[src/rtl/ifetch_queue_pkg.sv]
// Shared RV32I fetch definitions: widths, NOP encoding,
// default reset PC and the {pc, instr} queue entry layout.
package ifetch_queue_pkg;

    localparam int          XLEN             = 32;
    localparam int          ILEN             = 32;
    localparam logic [31:0] NOP_INSTR        = 32'h0000_0013;
    localparam logic [31:0] DEFAULT_RESET_PC = 32'h0000_0000;

    typedef struct packed {
        logic [XLEN-1:0] pc;
        logic [ILEN-1:0] instr;
    } fetch_entry_t;

    function automatic logic [XLEN-1:0] align_pc(
        input logic [XLEN-1:0] pc
    );
        return {pc[XLEN-1:2], 2'b00};
    endfunction

endpackage

[src/rtl/ifetch_queue_if.sv]
// Fetch-side bundle: instruction memory port, redirect
// request and the valid/ready handshake towards decode.
interface ifetch_queue_if;
    import ifetch_queue_pkg::*;

    logic [XLEN-1:0] imem_addr;
    logic [ILEN-1:0] imem_data;
    logic            redirect_valid;
    logic [XLEN-1:0] redirect_pc;
    logic            if_valid;
    logic            if_ready;
    logic [ILEN-1:0] if_instr;
    logic [XLEN-1:0] if_pc;

    modport master (
        output imem_addr,
        input  imem_data,
        input  redirect_valid,
        input  redirect_pc,
        output if_valid,
        input  if_ready,
        output if_instr,
        output if_pc
    );

    modport slave (
        input  imem_addr,
        output imem_data,
        output redirect_valid,
        output redirect_pc,
        input  if_valid,
        output if_ready,
        input  if_instr,
        input  if_pc
    );

endinterface

[src/rtl/ifetch_queue_fetch_fifo.sv]
// Generic synchronous FIFO with flush; a push is accepted
// when full only if a pop retires the head in the same cycle.
module fetch_fifo #(
    parameter  int WIDTH = 64,
    parameter  int DEPTH = 4,
    localparam int PW    = $clog2(DEPTH),
    localparam int CW    = $clog2(DEPTH + 1)
) (
    input  logic             clk,
    input  logic             rst_n,
    input  logic             push,
    input  logic             pop,
    input  logic             flush,
    input  logic [WIDTH-1:0] wdata,
    output logic [WIDTH-1:0] rdata,
    output logic [CW-1:0]    count,
    output logic             full,
    output logic             empty
);

    logic [WIDTH-1:0] mem_q [DEPTH];
    logic [PW-1:0]    rd_ptr_q, rd_ptr_d;
    logic [PW-1:0]    wr_ptr_q, wr_ptr_d;
    logic [CW-1:0]    count_q, count_d;
    logic             do_push, do_pop;
    logic             inc, dec;

    assign full    = (count_q == CW'(DEPTH));
    assign empty   = (count_q == '0);
    assign count   = count_q;
    assign rdata   = mem_q[rd_ptr_q];

    assign do_pop  = pop && !empty;
    assign do_push = push && !flush && (!full || do_pop);
    assign inc     = do_push && !do_pop;
    assign dec     = do_pop && !do_push && !flush;

    always_comb begin
        rd_ptr_d = rd_ptr_q;
        wr_ptr_d = wr_ptr_q;
        count_d  = count_q;
        if (flush) begin
            rd_ptr_d = '0;
            wr_ptr_d = '0;
        end else begin
            if (do_push) wr_ptr_d = wr_ptr_q + PW'(1);
            if (do_pop)  rd_ptr_d = rd_ptr_q + PW'(1);
        end
        unique case (1'b1)
            flush:   count_d = '0;
            inc:     count_d = count_q + CW'(1);
            dec:     count_d = count_q - CW'(1);
            default: count_d = count_q;
        endcase
    end

    always_ff @(posedge clk or negedge rst_n) begin
        if (!rst_n) begin
            rd_ptr_q <= '0;
            wr_ptr_q <= '0;
            count_q  <= '0;
        end else begin
            rd_ptr_q <= rd_ptr_d;
            wr_ptr_q <= wr_ptr_d;
            count_q  <= count_d;
        end
    end

    // Payload storage is never read while empty, so it is left unreset.
    always_ff @(posedge clk) begin
        if (do_push) mem_q[wr_ptr_q] <= wdata;
    end

endmodule

[src/rtl/ifetch_queue.sv]
// Fetch stage: owns the fetch PC, captures memory words into a
// prefetch queue and hands them to decode; redirect flushes all.
module ifetch_queue
    import ifetch_queue_pkg::*;
#(
    parameter int          DEPTH    = 4,
    parameter logic [31:0] RESET_PC = DEFAULT_RESET_PC
) (
    input  logic          clk,
    input  logic          rst_n,
    ifetch_queue_if.master bus
);

    localparam int CW = $clog2(DEPTH + 1);
    localparam int EW = $bits(fetch_entry_t);

    logic [XLEN-1:0] fetch_pc_q, fetch_pc_d;
    fetch_entry_t    wr_entry;
    fetch_entry_t    head;
    logic [EW-1:0]   head_raw;
    logic [CW-1:0]   fifo_count;
    logic            fifo_full;
    logic            fifo_empty;
    logic            pop;
    logic            push;
    logic            redirect;

    assign redirect      = bus.redirect_valid;
    assign bus.imem_addr = fetch_pc_q;

    assign pop  = !fifo_empty && bus.if_ready;
    assign push = !redirect && (!fifo_full || pop);

    assign wr_entry = '{pc: fetch_pc_q, instr: bus.imem_data};
    assign head     = fetch_entry_t'(head_raw);

    fetch_fifo #(
        .WIDTH (EW),
        .DEPTH (DEPTH)
    ) u_fifo (
        .clk   (clk),
        .rst_n (rst_n),
        .push  (push),
        .pop   (pop),
        .flush (redirect),
        .wdata (wr_entry),
        .rdata (head_raw),
        .count (fifo_count),
        .full  (fifo_full),
        .empty (fifo_empty)
    );

    always_comb begin
        fetch_pc_d = fetch_pc_q;
        unique case (1'b1)
            redirect: fetch_pc_d = align_pc(bus.redirect_pc);
            push:     fetch_pc_d = fetch_pc_q + XLEN'(4);
            default:  fetch_pc_d = fetch_pc_q;
        endcase
    end

    always_ff @(posedge clk or negedge rst_n) begin
        if (!rst_n) fetch_pc_q <= RESET_PC;
        else        fetch_pc_q <= fetch_pc_d;
    end

    // Empty queue shows a NOP at pc 0 so decode never sees stale data.
    always_comb begin
        bus.if_valid = (fifo_count != '0);
        bus.if_instr = NOP_INSTR;
        bus.if_pc    = '0;
        if (bus.if_valid) begin
            bus.if_instr = head.instr;
            bus.if_pc    = head.pc;
        end
    end

endmodule

[src/flat_wrapper.sv]
// flat-port wrapper written by rule: the top's interface ports become plain ports
module ifetch_queue_flat import ifetch_queue_pkg::*;
#(
    parameter int          DEPTH    = 4,
    parameter logic [31:0] RESET_PC = DEFAULT_RESET_PC
)
  (clk, rst_n, bus_imem_addr, bus_imem_data, bus_redirect_valid, bus_redirect_pc, bus_if_valid, bus_if_ready, bus_if_instr, bus_if_pc);
  ifetch_queue_if bus_i ();
  input  logic clk;
  input  logic rst_n;
  output wire logic [$bits(bus_i.imem_addr)-1:0] bus_imem_addr;
  input wire logic [$bits(bus_i.imem_data)-1:0] bus_imem_data;
  input wire logic [$bits(bus_i.redirect_valid)-1:0] bus_redirect_valid;
  input wire logic [$bits(bus_i.redirect_pc)-1:0] bus_redirect_pc;
  output wire logic [$bits(bus_i.if_valid)-1:0] bus_if_valid;
  input wire logic [$bits(bus_i.if_ready)-1:0] bus_if_ready;
  output wire logic [$bits(bus_i.if_instr)-1:0] bus_if_instr;
  output wire logic [$bits(bus_i.if_pc)-1:0] bus_if_pc;
  assign bus_imem_addr = bus_i.imem_addr;
  assign bus_i.imem_data = bus_imem_data;
  assign bus_i.redirect_valid = bus_redirect_valid;
  assign bus_i.redirect_pc = bus_redirect_pc;
  assign bus_if_valid = bus_i.if_valid;
  assign bus_i.if_ready = bus_if_ready;
  assign bus_if_instr = bus_i.if_instr;
  assign bus_if_pc = bus_i.if_pc;
  ifetch_queue #(.DEPTH(DEPTH), .RESET_PC(RESET_PC)) u_core (.clk(clk), .rst_n(rst_n), .bus(bus_i));
endmodule
[config.mk]
export PLATFORM = sky130hd
export DESIGN_NAME = ifetch_queue_flat
export DESIGN_NICKNAME = d
export VERILOG_FILES = /design/src/rtl/ifetch_queue_pkg.sv /design/src/rtl/ifetch_queue_if.sv /design/src/rtl/ifetch_queue_fetch_fifo.sv /design/src/rtl/ifetch_queue.sv /design/src/flat_wrapper.sv
export SDC_FILE = /design/constraint.sdc
export NUM_CORES = 1
export LEC_CHECK = 0
export CORE_MARGIN = 2
export CORE_UTILIZATION = 59
export CTS_BUF_LIST = sky130_fd_sc_hd__clkbuf_8 sky130_fd_sc_hd__clkbuf_16
export CTS_CLUSTER_DIAMETER = 40
export DETAILED_ROUTE_END_ITERATION = 10
export HOLD_SLACK_MARGIN = 0.02
export PLACE_DENSITY = 0.95
export SYNTH_ARGS = -nofsm -noshare
export SYNTH_HDL_FRONTEND = slang
export SYNTH_HIERARCHICAL = 1
export SYNTH_SLANG_ARGS = --single-unit
[constraint.sdc]
create_clock -name clk -period 6.6 [get_ports clk]
set_input_delay 1.98 -clock clk [delete_from_list [all_inputs] [get_ports clk]]
set_output_delay 1.98 -clock clk [all_outputs]
set_load 0.1 [all_outputs]
==> summary by stage <==
Synth
The synthesized netlist devotes 2.42% of its cell area to compound gates. Summing the areas of all xor and xnor instances in the mapped netlist gives 2.40% of the synthesized area. The flip-flop and latch count after synthesis is 293. The combinational family with the most area after synthesis is multiplexers. The leading cell type by number of instances after synthesis is sky130_fd_sc_hd__edfxtp_1. The share of synthesized flip-flops with an asynchronous set or reset is 12.6%. Yosys mapped the design onto 51 distinct sky130hd cell types. In the post-synthesis netlist, the biggest area contributors are sky130_fd_sc_hd__edfxtp_1 (64%), sky130_fd_sc_hd__mux4_2 (12%), sky130_fd_sc_hd__dfrtp_1 (7.7%). The simple-gate share of the synthesized area is 8.86%.

The top cell type by area accounts for 63.8% of the synthesized area. The most used flip-flop cell after synthesis is sky130_fd_sc_hd__edfxtp_1. The register area share after synthesis is 71.5%. In the synthesized netlist, the cells that appear most often are sky130_fd_sc_hd__edfxtp_1 (256), sky130_fd_sc_hd__and2_1 (66), sky130_fd_sc_hd__mux4_2 (64). The number of instances in the synthesized netlist is 670. The Yosys step of the flow raised 6 warnings. Measured against the total synthesized area, the mux share comes to 12.1%.

The mapped netlist covers 12000 sq um. The share of synthesized cell area in full adder, half adder and majority cells is 0.685%. The largest area contributor in the netlist is sky130_fd_sc_hd__edfxtp_1. The synthesized design contains 256 enable-type register cells. The mean cell area of the mapped netlist is 18.0 sq um.

Worst setup path
Following the worst setup path forward leads to its endpoint at bus_if_pc[5]. The endpoint required time on the critical path is 4.62 ns. The cell family contributing the most delay on the critical path is buffers and inverters. Together, buffers and inverters on the worst path number 2. The kind of capture point of the worst setup path is a primary output.

The critical path crosses 4 cells after its start point. For the worst setup path, the data arrival time is 3.53 ns. The endpoint identified for the worst register-to-register timing path is u_core/u_fifo/mem_q[3][8]. The worst setup path is of the flip-flop to primary output kind.

Walking the worst path, the cells encountered are or3_2 > buf_4 > and2_1 > clkdlybuf4s50_1. Among all stages on the critical path, the largest delay is contributed by sky130_fd_sc_hd__clkdlybuf4s50_1. The count of cells along the worst register-to-register path is 7.

The launch point of the worst path is u_core/u_fifo/count[1]. The largest driver fanout on the critical path is 34. The element type at the critical path start is a flip-flop. The largest single stage delay on the critical path is 1.17 ns. The register-to-register path setup slack is 3.41 ns. The worst register-to-register path begins at u_core/u_fifo/count[1].

Place
Input and output buffers added on the ports amount to 160. The final weighted congestion in routability-driven placement is 0.803. The number of placed instances, taps included is 1075. Once detailed placement completed, the half-perimeter wirelength came to 14.1 mm.

Timing
For the finished layout, the period the worst path requires is 5.51 ns. The tightest hold path in the finished design has a slack of 0.604 ns. The part of the cycle the worst path needs is 83.5%. The number of endpoints failing setup at the final stage is 0. The total count of hold-check failures in the final report is 0. Static timing analysis puts the maximum clock frequency at 181 MHz. Setup repair after global routing left no endpoint under its margin. The setup TNS is 0 ns. The final-report max-slew violation count is 0. Clock skew on the completed layout was measured at 0.0188 ns. The slew at the pin with the worst max-slew slack is 1.06 ns. The worst relative slew slack is 29.4%.

Drt
Dividing the detail-routed via count by the number of cells gives 5.83. The routed wire length is 25.1 mm. In the final routed layout, each cell accounts on average for 21.9 um. The violation count after the first detailed-routing iteration is 519.

Once detail routing completed, the nets flagged for antenna violations numbered 0. The vias after detailed routing is 6672. The first detailed-routing pass ran for 5 iterations.

The post-detailed-route DRC marker count is 0.

Global route
The via count of the first global-routing pass is 7064. The initial antenna violation count is 0. The total global-route track usage is 23.8%. The total overflow left after global routing is 0. Entering global routing, the biggest net connects 69 pins. The wire length of the first global-routing pass is 39.4 mm.

Pwr
The power density of the placed cells is 353 nW/um^2. The standby leakage power is 5.01 nW. The worst ir drop on vdd is 0.189 mV. Overall power consumption after layout is estimated at 5.35 mW.

Die
The floorplan step set the die width to 147 um. The total number of placement rows is 52. Pin placement for this block handled 165 I/O pins. The floorplan step defined a core boundary enclosing 20200 sq um. The overall die area is 21600 sq um. Once the floorplan was initialized, standard cells occupied 59.7% of the core. The floorplan die height is 147 um.

CTS
Counting the buffers created by CTS gives 38. Gates resized during post-CTS repair numbered 0. The clock latency at the later pin of the worst-skew pair is 0.51 ns. The clock edge transition at the registers on the reported setup and hold paths is 0.06 ns. Post-CTS timing repair inserted 0 buffers for setup. The number of buffers between clock root and the deepest sink is 3.

The sink count of the clock tree is 293. TritonCTS built the clock tree. The number of levels in the clock H-tree is 2. The cell chosen for the clock root is sky130_fd_sc_hd__clkbuf_16.

Hold repair after CTS inserted 0 buffers.

Min path
The worst min-delay path class is flip-flop to flip-flop.

Cells and area
In the final layout, the share of cells above drive strength 1 is 18.3%. The finished layout holds 1144 standard cells, fillers aside. The repair_antennas step left the layout with diodes totalling 0.

The area growth from synthesis to layout is 25.8%. The share of the core filled with cells is 75.2%. The final layout net count is 919.

Job
Across the run, the number of max-cap violations was 0.

Outcome
The flow ran to the end, and the final reports show no timing, DRC or antenna violations.
[power breakdown]
group          switching (mW)  internal, mW  total (mW)
Combinational           0.832         0.302        1.13
Clock                   0.767          1.26        2.03
Sequential             0.0836          2.11        2.19
[worst min path at each step]
stage	depth (start not counted)	from	to	slack (ns)
6_report	2	u_core/u_fifo/wr_ptr_q[0]	u_core/u_fifo/wr_ptr_q[0]	0.60
5_1_grt	0	u_core/bus.imem_addr[16]	u_core/u_fifo/mem_q[0][48]	0.64
4_1_cts	2	u_core/u_fifo/wr_ptr_q[0]	u_core/u_fifo/wr_ptr_q[0]	0.61
3_5_place_dp	0	u_core/bus.imem_addr[16]	u_core/u_fifo/mem_q[3][48]	0.60
3_3_place_gp	0	u_core/bus.imem_addr[16]	u_core/u_fifo/mem_q[2][48]	0.57
2_1_floorplan	2	u_core/u_fifo/wr_ptr_q[1]	u_core/u_fifo/wr_ptr_q[1]	0.56
[cells by family after synthesis]
kind of cell	Yosys count
buf+inv	47
flops	293
xor+xnor	33
mux	66
fa+ha+maj	6
simple gates	175
other cells	1
compound gates	49
[metal layers]
metal	vias up	GRT usage, %	share of wire, %
met2	297	40.4	51
met4	0	6.54	1.6
li1	2951	-	-
met1	3383	32.1	40
met3	41	4.97	7.2
met5	-	0	0
[stage by stage]
stage | setup WS [ns] | cell area [sq um]
global route | 0.905 | 15200
detailed placement | 1.58 | 13900
finish | 1.09 | 15200
CTS | 1.05 | 15200
floorplan | 1.66 | 12100
global placement | 1.65 | 13900
[registers in the layout (all words and copies together) (netlist names)]
| register | cells |
|---|---|
| u_core/bus.imem_addr | 30 |
| u_core/u_fifo/mem_q | 256 |
| u_core/u_fifo/rd_ptr_q | 2 |
| u_core/u_fifo/count | 3 |
| u_core/u_fifo/wr_ptr_q | 2 |
[cells in the final DEF, fill, tap and decap left out, types with 3 or more instances in the layout]
master and count:
sky130_fd_sc_hd__nand3_1 4, sky130_fd_sc_hd__nand4_1 7, sky130_fd_sc_hd__buf_4 3, sky130_fd_sc_hd__and2_1 62, sky130_fd_sc_hd__mux4_2 64, sky130_fd_sc_hd__xnor2_1 21, sky130_fd_sc_hd__a21oi_1 4, sky130_fd_sc_hd__clkdlybuf4s50_1 158
sky130_fd_sc_hd__inv_1 9, sky130_fd_sc_hd__and2_4 4, sky130_fd_sc_hd__ha_1 5, sky130_fd_sc_hd__nand2b_1 5, sky130_fd_sc_hd__clkinv_2 3, sky130_fd_sc_hd__and3_1 7, sky130_fd_sc_hd__clkbuf_16 41, sky130_fd_sc_hd__bufinv_16 3
sky130_fd_sc_hd__conb_1 10, sky130_fd_sc_hd__edfxtp_1 256, sky130_fd_sc_hd__o21ai_1 24, sky130_fd_sc_hd__nor4_1 4, sky130_fd_sc_hd__clkinv_1 3, sky130_fd_sc_hd__and4_1 4, sky130_fd_sc_hd__xor2_1 12, sky130_fd_sc_hd__nor2_1 10
sky130_fd_sc_hd__nor3_2 3, sky130_fd_sc_hd__nor4_2 6, sky130_fd_sc_hd__o21ai_0 8, sky130_fd_sc_hd__clkinvlp_4 8, sky130_fd_sc_hd__nand2_1 45, sky130_fd_sc_hd__nor3_1 5, sky130_fd_sc_hd__dfrtp_1 35, sky130_fd_sc_hd__clkinv_4 7
[final cells by class]
type                            instances  area (sq um)
Tap cell                              270           338
Timing Repair Buffer                  164          1630
Clock buffer                           42          1040
Sequential cell                       293          8620
Inverter                                9          33.8
Fill cell                            1110          5010
Clock inverter                         27           254
Multi-Input combinational cell        339          3240
[tightest hold or removal path, delay by kind of cell (launching register included)]
kind / cells / cell delay, ns
AO/OA/AOI/OAI: 2 / 0.15
flip-flops: 1 / 0.41
Note: power is estimated with default switching activity, not from simulation.
